## src/rtl/sram_like_arbiter.sv

```systemverilog
// -----------------------------------------------------------------------------
// sram_like_arbiter
//
// Shares one sram_like slave port between an instruction-side and a data-side
// sram_like master. Only one transaction is in flight at a time. The data
// side normally wins a tie. A saturating starvation counter hands the next
// tie to the instruction side after STARVE_LIMIT consecutive data grants
// made while inst was waiting. STARVE_LIMIT = 0 gives strict data priority.
//
// Ports
//   clk_i, rst_i                      clock, synchronous active-high reset
//   inst_req/wr/size/addr/wdata_i     instruction master request bundle
//   inst_addr_ok_o, inst_data_ok_o    instruction master handshakes
//   inst_rdata_o                      instruction read data (valid with data_ok)
//   data_req/wr/size/addr/wdata_i     data master request bundle
//   data_addr_ok_o, data_data_ok_o    data master handshakes
//   data_rdata_o                      data read data (valid with data_ok)
//   slv_req/wr/size/addr/wdata_o      request bundle to the shared slave
//   slv_addr_ok_i, slv_data_ok_i      slave handshakes
//   slv_rdata_i                       slave read data
//   busy_o                            a transaction is owned (state != IDLE)
// -----------------------------------------------------------------------------
module sram_like_arbiter #(
    parameter int ADDR_W       = 32,
    parameter int DATA_W       = 32,
    parameter int STARVE_LIMIT = 4,
    parameter int CNT_W        = 3
) (
    input  logic              clk_i,
    input  logic              rst_i,

    input  logic              inst_req_i,
    input  logic              inst_wr_i,
    input  logic [1:0]        inst_size_i,
    input  logic [ADDR_W-1:0] inst_addr_i,
    input  logic [DATA_W-1:0] inst_wdata_i,
    output logic              inst_addr_ok_o,
    output logic              inst_data_ok_o,
    output logic [DATA_W-1:0] inst_rdata_o,

    input  logic              data_req_i,
    input  logic              data_wr_i,
    input  logic [1:0]        data_size_i,
    input  logic [ADDR_W-1:0] data_addr_i,
    input  logic [DATA_W-1:0] data_wdata_i,
    output logic              data_addr_ok_o,
    output logic              data_data_ok_o,
    output logic [DATA_W-1:0] data_rdata_o,

    output logic              slv_req_o,
    output logic              slv_wr_o,
    output logic [1:0]        slv_size_o,
    output logic [ADDR_W-1:0] slv_addr_o,
    output logic [DATA_W-1:0] slv_wdata_o,
    input  logic              slv_addr_ok_i,
    input  logic              slv_data_ok_i,
    input  logic [DATA_W-1:0] slv_rdata_i,

    output logic              busy_o
);

    typedef enum logic [1:0] {ST_IDLE, ST_ADDR, ST_DATA} state_t;
    typedef enum logic [1:0] {OWN_NONE, OWN_INST, OWN_DATA} owner_t;

    state_t           state, state_next;
    owner_t           owner, owner_next;
    owner_t           sel;            // master whose bundle/handshakes are live this cycle
    logic [CNT_W-1:0] starve_cnt, starve_cnt_next;
    logic             cnt_at_limit;
    logic             inst_starved;
    logic             addr_ok_fwd;
    logic             data_ok_fwd;

    assign cnt_at_limit = (starve_cnt == CNT_W'(STARVE_LIMIT));
    assign inst_starved = (STARVE_LIMIT != 0) && cnt_at_limit;

    // Next-state, grant and handshake-forwarding logic.
    always_comb begin
        // NOTE: every signal assigned in this block gets a default first so no
        // path can leave it unassigned and infer a latch.
        state_next      = state;
        owner_next      = owner;
        starve_cnt_next = starve_cnt;
        sel             = OWN_NONE;
        slv_req_o       = 1'b0;
        addr_ok_fwd     = 1'b0;
        data_ok_fwd     = 1'b0;

        // While reset is held every handshake and the slave request stay low.
        if (!rst_i) begin
            case (state)
                ST_IDLE: begin
                    if (inst_req_i && (!data_req_i || inst_starved)) begin
                        sel = OWN_INST;
                    end else if (data_req_i) begin
                        sel = OWN_DATA;
                    end

                    if (sel != OWN_NONE) begin
                        slv_req_o   = 1'b1;
                        addr_ok_fwd = slv_addr_ok_i;

                        // The counter only moves on a data grant that overtook a
                        // waiting inst request; saturates at STARVE_LIMIT.
                        if (sel == OWN_DATA && inst_req_i) begin
                            if (!cnt_at_limit) begin
                                starve_cnt_next = starve_cnt + 1'b1;
                            end
                        end else begin
                            starve_cnt_next = '0;
                        end

                        if (!slv_addr_ok_i) begin
                            state_next = ST_ADDR;
                            owner_next = sel;
                        end else if (!slv_data_ok_i) begin
                            state_next = ST_DATA;
                            owner_next = sel;
                        end else begin
                            // Zero-latency slave: complete without leaving IDLE.
                            data_ok_fwd = 1'b1;
                        end
                    end
                    // A data_ok with no grant is stray and ignored.
                end

                ST_ADDR: begin
                    sel       = owner;
                    slv_req_o = (owner == OWN_INST) ? inst_req_i :
                                (owner == OWN_DATA) ? data_req_i : 1'b0;
                    // data_ok before the address is accepted is stray and ignored.
                    if (slv_req_o && slv_addr_ok_i) begin
                        addr_ok_fwd = 1'b1;
                        if (slv_data_ok_i) begin
                            data_ok_fwd = 1'b1;
                            state_next  = ST_IDLE;
                            owner_next  = OWN_NONE;
                        end else begin
                            state_next  = ST_DATA;
                        end
                    end
                end

                ST_DATA: begin
                    sel = owner;
                    if (slv_data_ok_i) begin
                        data_ok_fwd = 1'b1;
                        state_next  = ST_IDLE;
                        owner_next  = OWN_NONE;
                    end
                end

                default: begin
                    state_next = ST_IDLE;
                    owner_next = OWN_NONE;
                end
            endcase
        end
    end

    // Slave request bundle follows the selected master.
    always_comb begin
        slv_wr_o    = 1'b0;
        slv_size_o  = '0;
        slv_addr_o  = '0;
        slv_wdata_o = '0;
        case (sel)
            OWN_INST: begin
                slv_wr_o    = inst_wr_i;
                slv_size_o  = inst_size_i;
                slv_addr_o  = inst_addr_i;
                slv_wdata_o = inst_wdata_i;
            end
            OWN_DATA: begin
                slv_wr_o    = data_wr_i;
                slv_size_o  = data_size_i;
                slv_addr_o  = data_addr_i;
                slv_wdata_o = data_wdata_i;
            end
            default: ;
        endcase
    end

    // Handshakes reach only the selected master; the other sees zeros.
    assign inst_addr_ok_o = addr_ok_fwd && (sel == OWN_INST);
    assign inst_data_ok_o = data_ok_fwd && (sel == OWN_INST);
    assign data_addr_ok_o = addr_ok_fwd && (sel == OWN_DATA);
    assign data_data_ok_o = data_ok_fwd && (sel == OWN_DATA);

    assign inst_rdata_o   = slv_rdata_i;
    assign data_rdata_o   = slv_rdata_i;

    assign busy_o         = !rst_i && (state != ST_IDLE);

    always_ff @(posedge clk_i) begin
        // NOTE: sequential state uses non-blocking assignments so every
        // register samples pre-edge values regardless of statement order.
        if (rst_i) begin
            state      <= ST_IDLE;
            owner      <= OWN_NONE;
            starve_cnt <= '0;
        end else begin
            state      <= state_next;
            owner      <= owner_next;
            starve_cnt <= starve_cnt_next;
        end
    end

endmodule

```

## config.mk

```make
export PLATFORM = sky130hd
export DESIGN_NAME = sram_like_arbiter
export DESIGN_NICKNAME = d
export VERILOG_FILES = /design/src/rtl/sram_like_arbiter.sv
export SDC_FILE = /design/constraint.sdc
export NUM_CORES = 1
export LEC_CHECK = 0
export ABC_CLOCK_PERIOD_IN_PS = 2450
export BUFFER_PORTS_ARGS = -buffer_cell sky130_fd_sc_hd__buf_2
export CAP_MARGIN = 20
export CELL_PAD_IN_SITES_DETAIL_PLACEMENT = 1
export CELL_PAD_IN_SITES_GLOBAL_PLACEMENT = 1
export CORE_AREA = 2 2 121 123
export CTS_CLUSTER_DIAMETER = 50
export DETAILED_ROUTE_END_ITERATION = 7
export DIE_AREA = 0 0 123 125
export GPL_TIMING_DRIVEN = 1
export HOLD_SLACK_MARGIN = 0.15
export PLACE_DENSITY = 0.79
export SLEW_MARGIN = 20
export SYNTH_ARGS = -nofsm -noshare
export SYNTH_HDL_FRONTEND = slang
export SYNTH_SLANG_ARGS = --single-unit
```

## constraint.sdc

```tcl
create_clock -name clk_i -period 2.45 [get_ports clk_i]
set_input_delay 0 -clock clk_i [delete_from_list [all_inputs] [get_ports clk_i]]
set_output_delay 0 -clock clk_i [all_outputs]
set_load 0.02 [all_outputs]
```

== Yosys cells after proc, flatten, opt, wreduce, memory -nomap -nowiden ==
Index checks and enable logic that the tools add are counted.
Operators by class
  $add $sub $neg: 1
  multiply operators: 0
  div/mod/pow operators: 0
  $lt $le $gt $ge: 0
  equality and inequality tests: 13
  shift operators: 0
  multiplexer cells: 40
  bitwise logic cells: 0
  reduce and logical (&&, ||, !) cells: 18
Operator list (number)
  $pmux 32 s2: 2
  $mux 2: 16
  $mux 1: 12
  $pmux 2 s3: 2
  $eq 2x2->1 const B: 4
  $logic_and 1x1->1: 8
  $ne 2x2->1 const B: 4
  $pmux 2 s2: 2
  $eq 2x1->1 const B: 3
  $mux 3: 2
  $pmux 1 s2: 3
  $reduce_and 3->1: 2
  $reduce_and 4->1: 1
  $reduce_bool 2->1: 2
  $add 3x1->3 const B: 1
  $eq 3x3->1 const B: 1
  $ne 3x3->1 const B: 1
  $pmux 1 s3: 1
  $logic_not 1->1: 2
  $logic_not 2->1: 1
  $reduce_or 2->1: 1
  $logic_or 1x1->1: 1
Storage, ports and cells
  flip-flop bits (word level): 7
  bits in latches: 0
  RAM bits: 0
  bits in read-only memories: 0
  input bits: 172
  memories: 0

== Longest topological paths before layout ==
Gate-level depths: netlist (run 1).
  word-level depth: 11
  mapped depth: 12
  mapped depth without buffers: 9

== Worst setup path before layout (run 1) ==
OpenSTA, ideal clock, no wires.
  path type: register to output
  from: register state[0]
  to: output port data_data_ok_o
  arrival: 2395 ps
  path slack: 55 ps
  cell stages (with the launch flop): 13
  path through: dfxtp_1 -> inv_1 -> ha_1 -> buf_2 -> nand2_1 -> a31oi_1 -> a21oi_1 -> nor3_1 -> ha_1 -> clkbuf_1 -> clkbuf_1 -> nand4_1 -> o21ai_0
On the way
  word-level cells in the longest chain between the ends: 6
  elaborated cells on any way between the ends: 10
  those cells by class: 3 x eq/ne; 4 x mux; 3 x reduce/logical
RTL lines
  start, declared: RTL line 65  | state_t state, state_next;
  start signal, assigned: RTL line 203  | state <= state_next;
  $eq 2x2->1 / $eq 2x1->1 (equally long branches): RTL line 91  | case (state)
  $reduce_or 2->1 (no source line)
  $pmux 2 s2: RTL line 91
  $mux 2: RTL line 90  | if (!rst_i) begin
  $eq 2x2->1: RTL line 188  | assign data_data_ok_o = data_ok_fwd && (sel == OWN_DATA);
  $logic_and 1x1->1 (*): RTL line 188
  end, declared: RTL line 47  | output logic data_data_ok_o,
Mark *: on every way between the ends. The rest lies on a longest branch, timed or not.

== Worst setup path after layout (run 1) ==
  from: register starve_cnt[0]
  to: output port slv_addr_o[10]
On the way
  word-level cells in the longest chain between the ends: 10
  elaborated cells on any way between the ends: 11
  those cells by class: 3 x eq/ne; 6 x mux; 2 x reduce/logical
RTL lines
  start, declared: RTL line 68  | logic [CNT_W-1:0] starve_cnt, starve_cnt_next;
  start signal, assigned: RTL line 205  | starve_cnt <= starve_cnt_next;
  $eq 3x3->1 (*): RTL line 74  | assign cnt_at_limit = (starve_cnt == CNT_W'(STARVE_LIMIT));
  $logic_or 1x1->1 (*): RTL line 93  | if (inst_req_i && (!data_req_i || inst_starved)) begin
  $logic_and 1x1->1 (*): RTL line 93
  $mux 2 (*): RTL line 93
  $mux 2 (*): RTL line 91
  $mux 2 (*): RTL line 90
  $pmux 2 s2 (*): RTL line 91
  $mux 2 (*): RTL line 90
  $eq 2x2->1 / $eq 2x1->1 (equally long branches): RTL line 167  | case (sel)
  $pmux 32 s2 (*): RTL line 167
  end, declared: RTL line 53  | output logic [ADDR_W-1:0] slv_addr_o,
Mark *: on every way between the ends. The rest lies on a longest branch, timed or not. The select of a mux whose other input is x is not followed.

==> results of run 1 <==
==> state kept, by name, indices dropped and copies added (netlist names) <==
name	flops
owner	2
starve_cnt	3
state	2
==> logic make-up (layout without fill, tap and decap cells) <==
family / after synthesis / count (layout) / synth area share [%]
AND/OR/NAND/NOR: 99 / 99 / 21.5
buffers and inverters: 96 / 263 / 30.7
AO/OA/AOI/OAI: 90 / 90 / 34.2
adder cells (fa/ha/maj): 8 / 8 / 5.10
flip-flops: 7 / 7 / 7.14
XOR/XNOR: 2 / 2 / 0.892
multiplexers: 1 / 1 / 0.510
==> placed cells by master (no fill, tap or decap), types with 4 or more instances in the layout <==
cell           instances
a21oi_1                5
buf_12                 5
nor2_1                71
dlygate4sd3_1         33
nor3_1                 5
dfxtp_1                7
a22oi_1               68
nand2_1                7
buf_2                212
nand4_1                5
ha_1                   6
o21ai_0                4
inv_1                  7
==> worst max-delay path: stages (launching register included) <==
cell and delay, ns:
dfxtp_1 0.30, inv_1 0.09, ha_1 0.21, nand2_1 0.10, a21oi_2 0.18, a21oi_1 0.08, nor3_1 0.20, ha_2 0.27
buf_12 0.21, a22oi_1 0.13, nor2_1 0.10, buf_2 0.16
==> per-stage QoR <==
step | worst slack [ns] | cell area (um2) | hold slack [ns] | std cells | setup TNS [ns]
after floorplan | 0.0555 | 1960 | 0.113 | 303 | 0
after global placement | 0.419 | 2800 | 0.000200 | 617 | 0
after detailed placement | 0.370 | 2800 | 0.000200 | 617 | 0
after CTS | 0.132 | 3210 | 0.168 | 654 | 0
after global routing | -0.00755 | 3230 | 0.205 | 654 | -0.0145
final | 0.154 | 3230 | 0.173 | 654 | 0
==> power groups by stage <==
| stage | Sequential [mW] | Combinational (mW) | Clock, mW |
|---|---|---|---|
| 4_1_cts | 0.178 | 1.55 | 0.280 |
| 3_5_place_dp | 0.180 | 1.42 | 0 |
| 3_3_place_gp | 0.176 | 1.39 | 0 |
| 5_1_grt | 0.184 | 1.72 | 0.283 |
| 2_1_floorplan | 0.171 | 1.06 | 0 |
| 6_report | 0.180 | 1.56 | 0.274 |
==> worst max path at each step <==
stage             startpoint        endpoint  slack [ns]
2_1_floorplan       state[0]  data_data_ok_o        0.06
3_3_place_gp        state[0]  slv_addr_o[11]        0.42
3_5_place_dp        state[0]  slv_addr_o[13]        0.37
4_1_cts             state[0]  slv_addr_o[13]        0.13
5_1_grt             state[0]  data_data_ok_o      -0.008
6_report       starve_cnt[0]  slv_addr_o[10]        0.15
==> area by class of cell <==
class / count / area, um2 / area share, %
inverters: 7 / 26.3 / 0.813
clock buffers: 4 / 78.8 / 2.44
well taps: 184 / 230 / 7.13
flip-flops and latches: 7 / 140 / 4.34
repair buffers: 252 / 1510 / 46.7
multi-input cells: 200 / 1240 / 38.5
==> timing repair <==
item | in CTS | in global routing
gates resized for setup | 0 | 5
hold buffers | 33 | 0
endpoints found under the setup margin | 0 | 65
endpoints found under the hold margin | 67 | 0
==> routing by layer <==
metal	vias to the layer above	wire length, um
met1	1285	3390
met4	2	88
met5	-	11
met2	166	4740
li1	1343	-
met3	10	790
==> results.cfg, run 1 <==
[hold_path]
hold_end = state[0]
hp-start = slv_addr_ok_i
hp-class = in2reg
hold_depth = 4

[sta]
drv_slew = 0
tightest_slew_ns = 0.464
period_share_pct = 93.7
relSlewSlack_pct = 69.0
hold_viol = 0
finalSetupViolCount = 0
fin_crit_ns = 2.30
max_freq_mhz = 436
fin_skew_ns = 0.000699

[die]
die_area_um2 = 15400
die_y_um = 125
core-area_um2 = 14200
io_pins = 309
initial_utilization_pct = 13.8
rows = 44
die_w_um = 123

[critical_path]
cp-end-kind = output port
cp_data_arrival_time_ns = 2.30
r2r_end = owner[1]
reg2reg_depth = 6
timing.rr.start = state[1]
crit_required_ns = 2.45
r2r_setup_slack_ns = 0.74
worstSetupPathType = reg2out
critPathMaxFanout = 40
worstSetupStartpointType = flop

[placed_design]
hpwlAfterDp_um = 6860
gp_congestion = 0.750
port_buffers = 212

[pwr]
ir_drop_mv = 0.512
p_sw_mw = 1.06
power_frac_clock_pct = 13.6
finalPower_mw = 2.02
pwr-share-comb_pct = 77.5
p_per_area_nw_per_um2 = 625
seqPwrFrac_pct = 8.9
p_leak_nw = 1.60
p_int_mw = 0.961
p_sw_share_pct = 52.4

[global_routing]
grt_overflow = 0
use_met2_pct = 20.6
met3_usage_pct = 1.14
grt_pass1_vias = 2743
met1_usage_pct = 11.7
grt_pass1_wl_um = 13200
grt_usage_pct = 10.4
grt_antenna_before_repair = 1
grt-busiest-layer = met2
grt_max_degree = 43

[detailed_routing]
drt_iter0_drc = 49
avgRoutedWirePerCell_um = 13.8
vias_per_cell = 4.29
vias = 2806
wl_um = 9020
ant_nets = 0
first_pass_iters = 4
drcViolationCount = 0

[clock_network]
cts.reportedPaths.clkPinSlew_ns = 0.03
root_buffer = clkbuf_16
cts_tree = done
cts.sinks = 7
cts_setup_buffers = 0
cts_buffer_depth = 2
htreeDepth = 1
numCtsBuffers = 3
clk_latency_ns = 0.23

[synthesis]
syn_inst = 303
yosysUniqueCellTypes = 30
synth_area_leader_cell = a22oi_1
synth_area_um2 = 1960
synth.most_common_cell = nor2_1
avgSynthCellArea_um2 = 6.48
synth-async-reset-ratio_pct = 0
ys_top_cells_by_area = a22oi_1 (26%), buf_4 (24%), nor2_1 (14%), dfxtp_1 (7.1%), ha_1 (5.1%)
synth_edf_count = 0
yosys_warnings = 0
synth_nets = 483
yosysTopAreaCellShare_pct = 26.0
yosys_most_used_dff = dfxtp_1
yosysSeqAreaShare_pct = 7.14
ys_seq_elements = 7
ys_top_cells_by_count = nor2_1 (71), a22oi_1 (68), buf_4 (64), clkbuf_1 (22), ha_1 (8)

[cells_and_area]
fillCellCount = 1830
nets = 651
area_growth_pct = 64.6
drive_gt1_share_pct = 49.1
final_util_pct = 22.7
diodes = 0

[run]
maxCapViolCount = 0

[run_status]
status = completed
(Power assumes the default switching activity.)
==> inputs of run 2 (changes only) <==
ABC_CLOCK_PERIOD_IN_PS = 2900   (was 2450)
clock period = 2.9 ns   (was 2.45 ns; I/O delays follow)
==> results.cfg, run 2 (synthesis results as in run 1) <==
[clock_network]
clk_latency_ns = 0.23
cts_tree = done
cts.reportedPaths.clkPinSlew_ns = 0.03
cts_setup_buffers = 0
cts_buffer_depth = 2
htreeDepth = 1
cts.sinks = 7
root_buffer = clkbuf_16
numCtsBuffers = 3

[pwr]
finalPower_mw = 1.61
p_int_mw = 0.750
p_per_area_nw_per_um2 = 512
p_leak_nw = 1.57
pwr-share-comb_pct = 76.4
power_frac_clock_pct = 14.3
p_sw_share_pct = 53.4
ir_drop_mv = 0.417
seqPwrFrac_pct = 9.3
p_sw_mw = 0.860

[cells_and_area]
stdcell_count = 653
largest_register_ffs = 3
drive_gt1_share_pct = 48.4
area_growth_pct = 60.2
largest_registers = starve_cnt: 3 flops, owner: 2 flops, state: 2 flops
final_common_cell = buf_2
regMostFlops = starve_cnt
final_cell_mix = buf_2 (212), nor2_1 (71), a22oi_1 (68), dlygate4sd3_1 (33)
diodes = 0
nets = 650

[hold_path]
hp-class = in2reg
hp-start = slv_addr_ok_i

[placed_design]
dp_cells = 616
port_buffers = 212
dpl_worst_slack_ns = 0.424
gp_congestion = 0.764
hpwlAfterDp_um = 6740

[global_routing]
grt_pass1_wl_um = 13000
grt_max_degree = 42
grt_pass1_vias = 2662
grt_overflow = 0
grt_antenna_before_repair = 1
grt_usage_pct = 10.3

[sta]
finalSetupViolCount = 0
tightest_slew_ns = 0.467
tns_ns = 0
hold_viol = 0
relSlewSlack_pct = 68.7
max_freq_mhz = 389
fin_skew_ns = 0.00217
setup_ws_ns = 0.332
holdWs_ns = 0.171
drv_slew = 0
period_share_pct = 88.5
rsz0062_at_grt = no
fin_crit_ns = 2.57

[critical_path]
crit_chain = inv_1, ha_2, nand2_1, a21oi_1, a21oi_1, nor3_1, ha_2, buf_4, a22oi_1, nor2_1, buf_2
setup.worst_path.start = state[0]
timing.rr.start = state[1]
worstSetupStartpointType = flop
crit_required_ns = 2.90
worst_path_largest_cell_delay_ns = 0.37
critical_path.top_delay_family = buffers and inverters
worstSetupPathType = reg2out
cp_data_arrival_time_ns = 2.57
cp.buffers_inverters = 3
cp_slowest_cell = buf_4
cp-end-kind = output port
critPathMaxFanout = 39

[die]
die_y_um = 125
initial_utilization_pct = 13.8
core-area_um2 = 14200
die_w_um = 123
rows = 44
die_area_um2 = 15400
io_pins = 309

[detailed_routing]
wl_met2_um = 4790
wl_met3_um = 756
wl_met1_um = 3360
drt_iter0_drc = 63
ant_nets = 0
avgRoutedWirePerCell_um = 13.7
highest_layer = met5
vias = 2778
drcViolationCount = 0
first_pass_iters = 4
vias_per_cell = 4.25
wl_um = 8930

[run]
maxCapViolCount = 0

[run_status]
status = completed
## run 2: cell types whose count changed in the layout (fill, tap and decap cells not counted), sizes merged
cell	previous run	this run
buf	219	218
## run 2: layout make-up
type                       instances  area (um2)
timing repair buffer             251        1440
multi-input combinational        200        1230
clock buffer                       4        78.8
sequential                         7         140
fill                            1823       11100
inverter                           7        26.3
tap                              184         230
## run 2: per-stage QoR
stage | cell area, um2 | utilization, %
global route | 3140 | 22.1
global placement | 2730 | 19.2
detailed placement | 2730 | 19.2
finish | 3140 | 22.1
floorplan | 1960 | -
CTS | 3140 | 22.1
## run 2: what timing repair did
item / 4_1_cts / 5_1_grt
endpoints found under the hold margin: 66 / 0
endpoints found under the setup margin: 0 / 58
hold buffers: 33 / 0
resized for setup: 0 / 2
## run 2: power groups by stage
stage	clock [mW]	combinational, mW	sequential (mW)
after global routing	0.244	1.37	0.153
after floorplan	0	0.893	0.145
after detailed placement	0	1.12	0.151
after CTS	0.237	1.23	0.150
final	0.230	1.23	0.150
after global placement	0	1.10	0.149
## run 2: worst min-delay path, delay by kind of cell
kind | cells | cell delay, ns
buffers and inverters | 1 | 0.15
AND/OR/NAND/NOR | 3 | 0.20
## run 2: worst paths after layout
path               endpoint  cells after the start  slack (ns)
min                state[0]                      4        0.17
max reg2reg        owner[0]                      6        1.27
max          slv_addr_o[10]                     11        0.33
min reg2reg        state[1]                      2        0.55
## run 2: layer usage
| layer | vias to the layer above | global-route usage [%] |
|---|---|---|
| li1 | 1344 | - |
| met1 | 1265 | 11.5 |
| met2 | 163 | 21.0 |
| met3 | 4 | 1.23 |
| met4 | 2 | 1.00 |
| met5 | - | 0 |
==> inputs of run 3 (changes only) <==
ABC_CLOCK_PERIOD_IN_PS = 2700   (was 2900)
clock period = 2.7 ns   (was 2.9 ns; I/O delays follow)
==> results.cfg, run 3 (synthesis results as in run 1) <==
[clock_network]
htreeDepth = 1
root_buffer = clkbuf_16
cts_buffer_depth = 2
cts_setup_buffers = 0
clk_latency_ns = 0.23
cts_tree = done
cts.sinks = 7
numCtsBuffers = 3
cts.reportedPaths.clkPinSlew_ns = 0.03

[placed_design]
gp_congestion = 0.752
port_buffers = 212
dpl_worst_slack_ns = 0.399
hpwlAfterDp_um = 6670

[cells_and_area]
seqCellArea_um2 = 140
fillCellCount = 1803
largest_registers = starve_cnt: 3 flops, owner: 2 flops, state: 2 flops
final_util_pct = 22.6
largest_register_ffs = 3
drive_gt1_share_pct = 48.4
area_growth_pct = 63.7
final_cell_mix = buf_2 (212), nor2_1 (71), a22oi_1 (68), dlygate4sd3_1 (33)
regMostFlops = starve_cnt
diodes = 0
multi_input_area_um2 = 1240
nets = 650
final_common_cell = buf_2

[sta]
holdWs_ns = 0.155
period_share_pct = 86.9
fin_crit_ns = 2.35
drv_slew = 0
hold_viol = 0
fin_skew_ns = 0.000345
setup_ws_ns = 0.355
finalSetupViolCount = 0
max_freq_mhz = 426
rsz0062_at_grt = no
tns_ns = 0
tightest_slew_ns = 0.465
relSlewSlack_pct = 68.9

[run_status]
status = completed

[detailed_routing]
first_pass_iters = 4
drt_iter0_drc = 74
vias = 2807
wl_um = 8860
avgRoutedWirePerCell_um = 13.6
drcViolationCount = 0
vias_per_cell = 4.30
ant_nets = 0

[die]
core-area_um2 = 14200
rows = 44
die_y_um = 125
die_area_um2 = 15400
die_w_um = 123
io_pins = 309
initial_utilization_pct = 13.8

[run]
maxCapViolCount = 0

[critical_path]
cp-end-kind = output port
r2r_end = owner[0]
crit_required_ns = 2.70
reg2reg_depth = 6
critPathMaxFanout = 40
timing.rr.start = state[1]
r2r_setup_slack_ns = 1.01
worstSetupStartpointType = flop
cp_data_arrival_time_ns = 2.35
worstSetupPathType = reg2out

[global_routing]
grt_max_degree = 43
grt_usage_pct = 10.5
grt_pass1_wl_um = 13200
grt_antenna_before_repair = 1
grt_overflow = 0
grt_pass1_vias = 2816

[hold_path]
hold_end = state[0]
hp-class = in2reg
hold_depth = 4
hp-start = slv_addr_ok_i

[pwr]
finalPower_mw = 1.82
ir_drop_mv = 0.466
p_per_area_nw_per_um2 = 565
p_leak_nw = 1.59
[run 3: cell counts in the layout (fill, tap and decap cells not counted)]
No cell type changed its count.
[run 3: worst max path at each step]
stage	depth (start not counted)	endpoint	slack [ns]	from
global route	11	slv_addr_o[11]	0.07	state[0]
floorplan	12	data_data_ok_o	0.31	state[0]
detailed placement	11	slv_addr_o[11]	0.40	state[0]
global placement	11	slv_addr_o[11]	0.45	state[0]
CTS	11	slv_addr_o[11]	0.16	state[0]
finish	11	slv_addr_o[10]	0.35	state[0]
[run 3: layer usage]
metal	GRT usage (%)	up-vias	part of all wire, %
met5	0	-	0.079
met4	1.47	2	0.43
met3	1.41	6	8.7
met2	21.4	168	53
met1	11.3	1287	38
li1	-	1344	-
[run 3: repair_timing]
item | CTS | global route
resized for setup | 0 | 2
hold buffers | 33 | 0
setup endpoints to repair | 0 | 66
hold endpoints to repair | 68 | 0
[run 3: cell type report]
| class | count | share of cell area, % |
|---|---|---|
| clock buffers | 4 | 2.45 |
| inverters | 7 | 0.818 |
| multi-input cells | 200 | 38.6 |
| flip-flops and latches | 7 | 4.36 |
| well taps | 184 | 7.17 |
| repair buffers | 251 | 46.7 |
[run 3: report_power, final]
group | internal, mW | leakage, nW | switching [mW]
Clock | 0.196 | 0.0382 | 0.0544
Sequential | 0.133 | 0.0572 | 0.0274
Combinational | 0.546 | 1.50 | 0.859
Total | 0.876 | 1.59 | 0.940
[run 3: worst max-delay path, stage by stage, from the launching register on]
cell	delay (ns)
dfxtp_1	0.32
inv_1	0.14
ha_4	0.23
nand2_1	0.07
a21oi_1	0.18
a21oi_1	0.08
nor3_1	0.18
ha_2	0.27
buf_12	0.21
a22oi_1	0.14
nor2_1	0.10
buf_2	0.16
[run 3: through the flow]
| stage | instance area [um2] | cells |
|---|---|---|
| 4_1_cts | 3200 | 653 |
| 6_report | 3210 | 653 |
| 3_3_place_gp | 2790 | 616 |
| 2_1_floorplan | 1960 | 303 |
| 3_5_place_dp | 2790 | 616 |
| 5_1_grt | 3210 | 653 |
